## src/rtl/btn_pkg.sv

```systemverilog
// Shared types and default constants for the button debounce / one-shot block.
package btn_pkg;

  typedef enum logic [1:0] {
    IDLE        = 2'd0,
    PRESS_CHK   = 2'd1,
    HELD        = 2'd2,
    RELEASE_CHK = 2'd3
  } btn_state_t;

  localparam int DEBOUNCE_CYCLES_DEF = 16;
  localparam int LONG_CYCLES_DEF     = 64;

  // The accepted (debounced) level is high for the whole pressed episode,
  // including the release-confirmation window.
  function automatic logic is_pressed(input btn_state_t s);
    return (s == HELD) || (s == RELEASE_CHK);
  endfunction

endpackage

```

## src/rtl/sync_2ff.sv

```systemverilog
// Two-flop synchronizer for a single asynchronous bit, resets to 0.
module sync_2ff (
  input  logic clk,
  input  logic rst,
  input  logic d,
  output logic q
);

  logic meta;

  always_ff @(posedge clk or posedge rst) begin
    if (rst) begin
      meta <= 1'b0;
      q    <= 1'b0;
    end else begin
      meta <= d;
      q    <= meta;
    end
  end

endmodule

```

## src/rtl/btn_debounce_oneshot.sv

```systemverilog
// Button debouncer with a one-cycle press pulse and optional long-press pulse.
// Long-press counting is built only when BTN_LONG_PRESS_EN is defined.
module btn_debounce_oneshot
  import btn_pkg::*;
#(
  parameter int DEBOUNCE_CYCLES = DEBOUNCE_CYCLES_DEF,
  parameter int LONG_CYCLES     = LONG_CYCLES_DEF
) (
  input  logic CLK,
  input  logic RESET,
  input  logic iBtnRaw,
  output logic oBtnLevel,
  output logic oPressPulse,
  output logic oLongPulse
);

  localparam int CW = $clog2(DEBOUNCE_CYCLES) + 1;
  localparam logic [CW-1:0] CNT_LAST = CW'(DEBOUNCE_CYCLES - 1);

  if (DEBOUNCE_CYCLES < 2 || DEBOUNCE_CYCLES > (1 << 20)) begin : g_bad_db
    $error("DEBOUNCE_CYCLES out of range 2..2^20");
  end
  if (LONG_CYCLES < 2 || LONG_CYCLES > (1 << 24)) begin : g_bad_long
    $error("LONG_CYCLES out of range 2..2^24");
  end

  btn_state_t    state, state_nx;
  logic [CW-1:0] cnt, cnt_nx;
  logic          btn_s;
  logic          press_evt;

  sync_2ff u_sync (
    .clk (CLK),
    .rst (RESET),
    .d   (iBtnRaw),
    .q   (btn_s)
  );

  always_ff @(posedge CLK or posedge RESET) begin
    if (RESET) begin
      state       <= IDLE;
      cnt         <= '0;
      oBtnLevel   <= 1'b0;
      oPressPulse <= 1'b0;
    end else begin
      state       <= state_nx;
      cnt         <= cnt_nx;
      oBtnLevel   <= is_pressed(state_nx);
      oPressPulse <= press_evt;
    end
  end

  // One counter serves both confirmation windows; it stops at CNT_LAST.
  always_comb begin
    state_nx  = state;
    cnt_nx    = cnt;
    press_evt = 1'b0;
    unique case (state)
      IDLE: begin
        if (btn_s) begin
          state_nx = PRESS_CHK;
          cnt_nx   = '0;
        end
      end
      PRESS_CHK: begin
        if (!btn_s) begin
          state_nx = IDLE;
        end else if (cnt == CNT_LAST) begin
          state_nx  = HELD;
          press_evt = 1'b1;
        end else begin
          cnt_nx = cnt + CW'(1);
        end
      end
      HELD: begin
        if (!btn_s) begin
          state_nx = RELEASE_CHK;
          cnt_nx   = '0;
        end
      end
      RELEASE_CHK: begin
        if (btn_s) begin
          state_nx = HELD;
        end else if (cnt == CNT_LAST) begin
          state_nx = IDLE;
        end else begin
          cnt_nx = cnt + CW'(1);
        end
      end
      default: state_nx = IDLE;
    endcase
  end

`ifdef BTN_LONG_PRESS_EN
  localparam int HW = $clog2(LONG_CYCLES) + 1;
  localparam logic [HW-1:0] HOLD_MAX = HW'(LONG_CYCLES);

  logic [HW-1:0] hold_cnt;
  logic          long_q;

  // Saturating at HOLD_MAX gives one long pulse per press; release bounces
  // keep counting because they stay in the pressed episode.
  always_ff @(posedge CLK or posedge RESET) begin
    if (RESET) begin
      hold_cnt <= '0;
      long_q   <= 1'b0;
    end else begin
      long_q <= 1'b0;
      if (press_evt) begin
        hold_cnt <= '0;
      end else if (is_pressed(state) && hold_cnt != HOLD_MAX) begin
        hold_cnt <= hold_cnt + HW'(1);
        long_q   <= (hold_cnt == HOLD_MAX - HW'(1));
      end
    end
  end

  assign oLongPulse = long_q;
`else
  assign oLongPulse = 1'b0;
`endif

endmodule

```

## config.mk

```make
export PLATFORM = sky130hd
export DESIGN_NAME = btn_debounce_oneshot
export DESIGN_NICKNAME = d
export VERILOG_FILES = /design/src/rtl/btn_pkg.sv /design/src/rtl/sync_2ff.sv /design/src/rtl/btn_debounce_oneshot.sv
export SDC_FILE = /design/constraint.sdc
export NUM_CORES = 1
export LEC_CHECK = 0
export BUFFER_PORTS_ARGS = -buffer_cell sky130_fd_sc_hd__buf_2
export CORE_AREA = 2 2 39 41
export DETAILED_ROUTE_END_ITERATION = 10
export DIE_AREA = 0 0 41 43
export PLACE_DENSITY_LB_ADDON = 0.1
export SETUP_SLACK_MARGIN = 0.15
export SLEW_MARGIN = 30
export SYNTH_ARGS = -nofsm -noshare
export SYNTH_HDL_FRONTEND = slang
export SYNTH_SLANG_ARGS = --single-unit
```

## constraint.sdc

```tcl
create_clock -name CLK -period 3.02 [get_ports CLK]
set_input_delay 0.151 -clock CLK [delete_from_list [all_inputs] [get_ports CLK]]
set_output_delay 0.151 -clock CLK [all_outputs]
set_load 0.05 [all_outputs]
```

# --- Word-level counts from Yosys, hierarchy flattened ---
# Index checks and enable logic that the tools add are counted.
classes:
  addsub: 1
  eq_ne: 10
  mux: 16
  n_reduce_logical: 3
op_table:
  columns: ["cell", "n"]
  rows:
  - ["$mux 5", 5]
  - ["$pmux 5 s4", 1]
  - ["$mux 2", 6]
  - ["$eq 2x2->1 const B", 4]
  - ["$pmux 2 s4", 1]
  - ["$add 5x1->5 const B", 1]
  - ["$eq 5x4->1 const B", 1]
  - ["$ne 2x1->1 const B", 2]
  - ["$ne 2x2->1 const B", 2]
  - ["$reduce_and 4->1", 1]
  - ["$mux 1", 3]
  - ["$eq 2x1->1 const B", 1]
  - ["$logic_not 2->1", 1]
  - ["$logic_or 1x1->1", 1]
word_totals:
  regBits: 11
  in_bits: 3
  output_inout_bits: 3
  word_cells: 36

# --- Depth between registers and ports, before layout ---
logic_depth:
  ltp_word: 6
  mapped_depth: 7
  depth_no_buf: 7

# --- Hierarchy ---
# A second synthesis with hierarchy kept.
hier_totals:
  hier_cells: 43
  area_unflattened_um2: 452.9
modules_own_cells:
  columns: ["mod", "n_inst", "cells_each", "area_each_um2", "seq_area_each_um2"]
  rows:
  - ["btn_debounce_oneshot", 1, 40, 399.1, 200.2]
  - ["sync_2ff", 1, 3, 53.8, 50.0]

# --- Worst setup path before layout ---
# Ideal clock, no wire load.
synth_path:
  kind: "reg-to-reg"
  start: "register cnt[0]"
  end: "register cnt[3]"
  setup_time_ns: 0.077
  arrival_ns: 1.722
  required_time_ns: 2.943
  path_slack_ns: 1.220
  path_stages_with_launch: 7
  path_buffers: 0
  synth_period_minus_slack_ns: 1.800
  path_cell_list: "dfrtp_1 > ha_1 > and3_1 > ha_1 > and2_1 > or4_1 > a21oi_1"
synth_between:
  elab_chain_len: 4
  elab_cells_between_ends: 6
  classes_between: "add/sub (1); eq/ne (1); mux (4)"
synth_rtl:
  columns: ["item", "line", "text"]
  rows:
  - ["from (decl)", "btn_debounce_oneshot.sv:28", "logic [CW-1:0] cnt, cnt_nx;"]
  - ["from (signal assigned)", "btn_debounce_oneshot.sv:47", "cnt <= cnt_nx;"]
  - ["$add 5x1->5 or $eq 5x4->1 (tied branches)", null, null]
  - ["$mux 5 *", "btn_debounce_oneshot.sv:68, btn_debounce_oneshot.sv:84", null]
  - ["$mux 5 (on tied branches)", "btn_debounce_oneshot.sv:82, btn_debounce_oneshot.sv:66", null]
  - ["$pmux 5 s4 *", "btn_debounce_oneshot.sv:58", "unique case (state)"]
# Every way passes the cells marked *; elsewhere a longest branch is shown, timed or not. The select of a mux whose other input is x is not followed.
# A chain may end at the register's enable or synchronous reset.

# --- Final worst setup path ---
# Same ends and word-level chain as after synthesis.

==> summary.txt <==
Yosys
  – Avg Inst Size Synth: 10.7 µm²
  – Largest family of logic cells by synthesized area: simple AND/OR/NAND/NOR gates
  – Post-synthesis cell area: 449 µm²
  – Simple-gate area share of the yosys netlist: 0.170
  – Mux share of post-synthesis cell area: 0.0251
  – Sequential element share of the synthesized area: 0.557
  – Synth Instances: 42
  – Adder-cell area share of the yosys netlist: 0.0557
  – Synth warnings: 0
  – #FFs+latches synth: 10
  – Compound-cell area share of the yosys netlist: 0.114
  – Xor/xnor share of the synthesized area: 0.0195
  – Net count after synthesis: 47
  – Cell variety after synth: 20

Die
  – Die width: 41 µm
  – I/O pin count: 6
  – Die footprint: 1760 µm²
  – Initial Util: 0.325
  – Row cnt: 14
  – Core area: 1380 µm²
  – Die Span Y: 43 µm

Timing
  – Sum Neg Setup Slack: 0 ps
  – Clk_skew: 1.87 ps
  – Final hold vios: 0
  – Hold Slack: 354 ps
  – Worst slew pin tran: 579 ps
  – Tcrit/Tclk final: 0.642
  – Setup WS post-layout: 1080 ps
  – RSZ-0062 raised after global routing: no
  – Fmax: 0.515 GHz
  – Setup-failing EPs final: 0
  – Fin. max-slew vios: 0
  – Headroom to the max-slew limit: 0.611
  – Post-layout minimum cycle time: 1940 ps

Cells and area
  – Synthesis-to-layout area growth: 16.7%
  – Layout Nets: 57
  – Ant diodes: 0
  – Commonest non-fill, non-tap cell in the layout: dfrtp_1
  – Commonest cells after routing, fill and taps aside: dfrtp_1, o21ai_0, inv_1, buf_2
  – Share of cells above drive strength 1: 0.160
  – Design area: 524 µm²

Power
  – Max VDD drop: 180 µV
  – Leakage: 0.000249 µW
  – Power Dens Cells: 496 nW/µm²
  – P_sw: 64.1 µW
  – Power Total: 260 µW
  – P_int: 196 µW
  – Sw frac: 0.247
  – Sequential share of power: 0.565
  – Clk pwr share: 0.350
  – Combinational fraction of design power: 0.086

Critical path
  – Arrival time worst endpoint: 2130 ps
  – Worst Setup SP: cnt[0]
  – Setup CP Type: reg -> reg
  – Critical path required time: 3210 ps
  – Reg2Reg Launch Point: cnt[0]
  – Critical path fanouts, max: 5
  – Register-to-register setup slack: 1080 ps
  – Worst Setup Start Kind: flip-flop
  – FF-to-FF End: cnt[3]
  – R2r worst-path depth: 6
  – Crit path capture type: flip-flop
  – CP endpoint: cnt[3]

Global route
  – Vias in the first global route: 329
  – Total grt overflow: 0
  – Total GRT Usage: 0.135
  – First-pass GRT wire length: 1.46 mm
  – Largest net degree at the start of global routing: 11
  – Initial antenna violation count: 0

CTS
  – Clk buf depth: 2
  – CTS sink count: 10
  – Clk slew on worst S/H paths: 60 ps
  – CTS tree: built
  – TritonCTS Buffers: 3
  – Clk root buf: clkbuf_4
  – Later-pin clock latency in the skew report: 270 ps
  – H-tree depth: 1

Route
  – Initial DRC Count: 6
  – Wl on met1: 363 µm
  – Post-DR wirelength/cell: 12.4 µm
  – Via Count: 330
  – DRC Markers: 0
  – Met3 Wirelength: 25 µm
  – Total Wirelength: 816 µm
  – DR top layer: met4
  – Avg Vias per Cell: 5.00
  – Post-DRT Antenna Nets: 0
  – First-pass detailed-route iteration total: 3
  – Routed wire length on met2: 385 µm

Run
  – Max_cap viols: 0

Placed design
  – Place WS: 1090 ps
  – PortBufs: 4
  – Dpl cell area: 482 µm²
  – RD Place Congestion: 0.735
  – HPWL Detailed: 604 µm

Hold path
  – HP Class: reg -> reg

Status
  – Status: finished, final reports clean
worst max-delay path, stage by stage (launching register included):
cell and delay (ps):
dfrtp_1 400, ha_1 220, and3_1 190, ha_1 210, and2_1 210, or4_1 480
a21oi_1 160
stage by stage:
stage,utilization,cells
final,0.379,66
after detailed placement,0.348,61
after floorplan,-,42
after CTS,0.379,66
after global placement,0.348,61
after global routing,0.379,66
cell type report:
class                      instances  area, µm²
clock buffer                       3       22.5
fill                             138        860
inverter                           4       15.0
multi-input combinational         27        176
sequential                        10        250
tap                               16       20.0
timing repair buffer               6       40.0
cells by family after synthesis:
kind of cell,after synthesis
muxes,1
AOI/OAI and AO/OA,9
other,1
adders and majority gates,2
and+or+nand+nor,13
buffers and inverters,5
xor gates and xnor gates,1
DFF,10
repair_timing:
item | in CTS | in global routing
hold buffers | 2 | 0
buffers inserted | 0 | 0
hold endpoints to repair | 11 | 0
endpoints found under the setup margin | 0 | 0
resized for setup | 0 | 0
state kept, by name, indices dropped and copies added (netlist names):
| register | flops |
|---|---|
| cnt | 5 |
| oBtnLevel | 1 |
| oPressPulse | 1 |
| state | 1 |
| u_sync.meta | 1 |
| u_sync.q | 1 |
cell usage after synthesis:
cell type	number	share of area
dfrtp_1	10	0.56
o21ai_0	5	0.056
inv_1	4	0.033
nand2_1	3	0.025
nand2b_1	3	0.042
a21oi_1	2	0.022
ha_1	2	0.056
and2_1	1	0.014
and3_1	1	0.014
buf_4	1	0.017
conb_1	1	0.0083
mux2_2	1	0.025
nand3_1	1	0.011
nor2_1	1	0.0083
nor3b_1	1	0.017
o31ai_1	1	0.017
o32ai_1	1	0.020
or4_1	1	0.017
or4b_1	1	0.022
xnor2_1	1	0.020
power groups by stage:
stage	clock network (µW)	logic, µW	registers [µW]
2_1_floorplan	0	17.1	148
3_3_place_gp	0	19.7	149
3_5_place_dp	0	20.6	149
4_1_cts	93.3	22.8	147
5_1_grt	101	26.2	148
6_report	90.8	22.3	147
worst min path at each step:
stage,start,to,slack (ps),cells past startpoint
CTS,u_sync.meta,u_sync.q,360,0
global route,u_sync.meta,u_sync.q,370,0
finish,u_sync.meta,u_sync.q,350,0
floorplan,RESET,cnt[0],-9,1
global placement,RESET,cnt[4],130,2
detailed placement,RESET,cnt[4],150,2
metal layers:
| metal | global-route usage | vias to the layer above |
|---|---|---|
| met1 | 0.164 | 162 |
| met4 | 0.140 | 0 |
| met3 | 0.0471 | 5 |
| met5 | 0 | - |
| met2 | 0.169 | 5 |
| li1 | - | 158 |
Note: power is estimated with default switching activity, not from simulation.
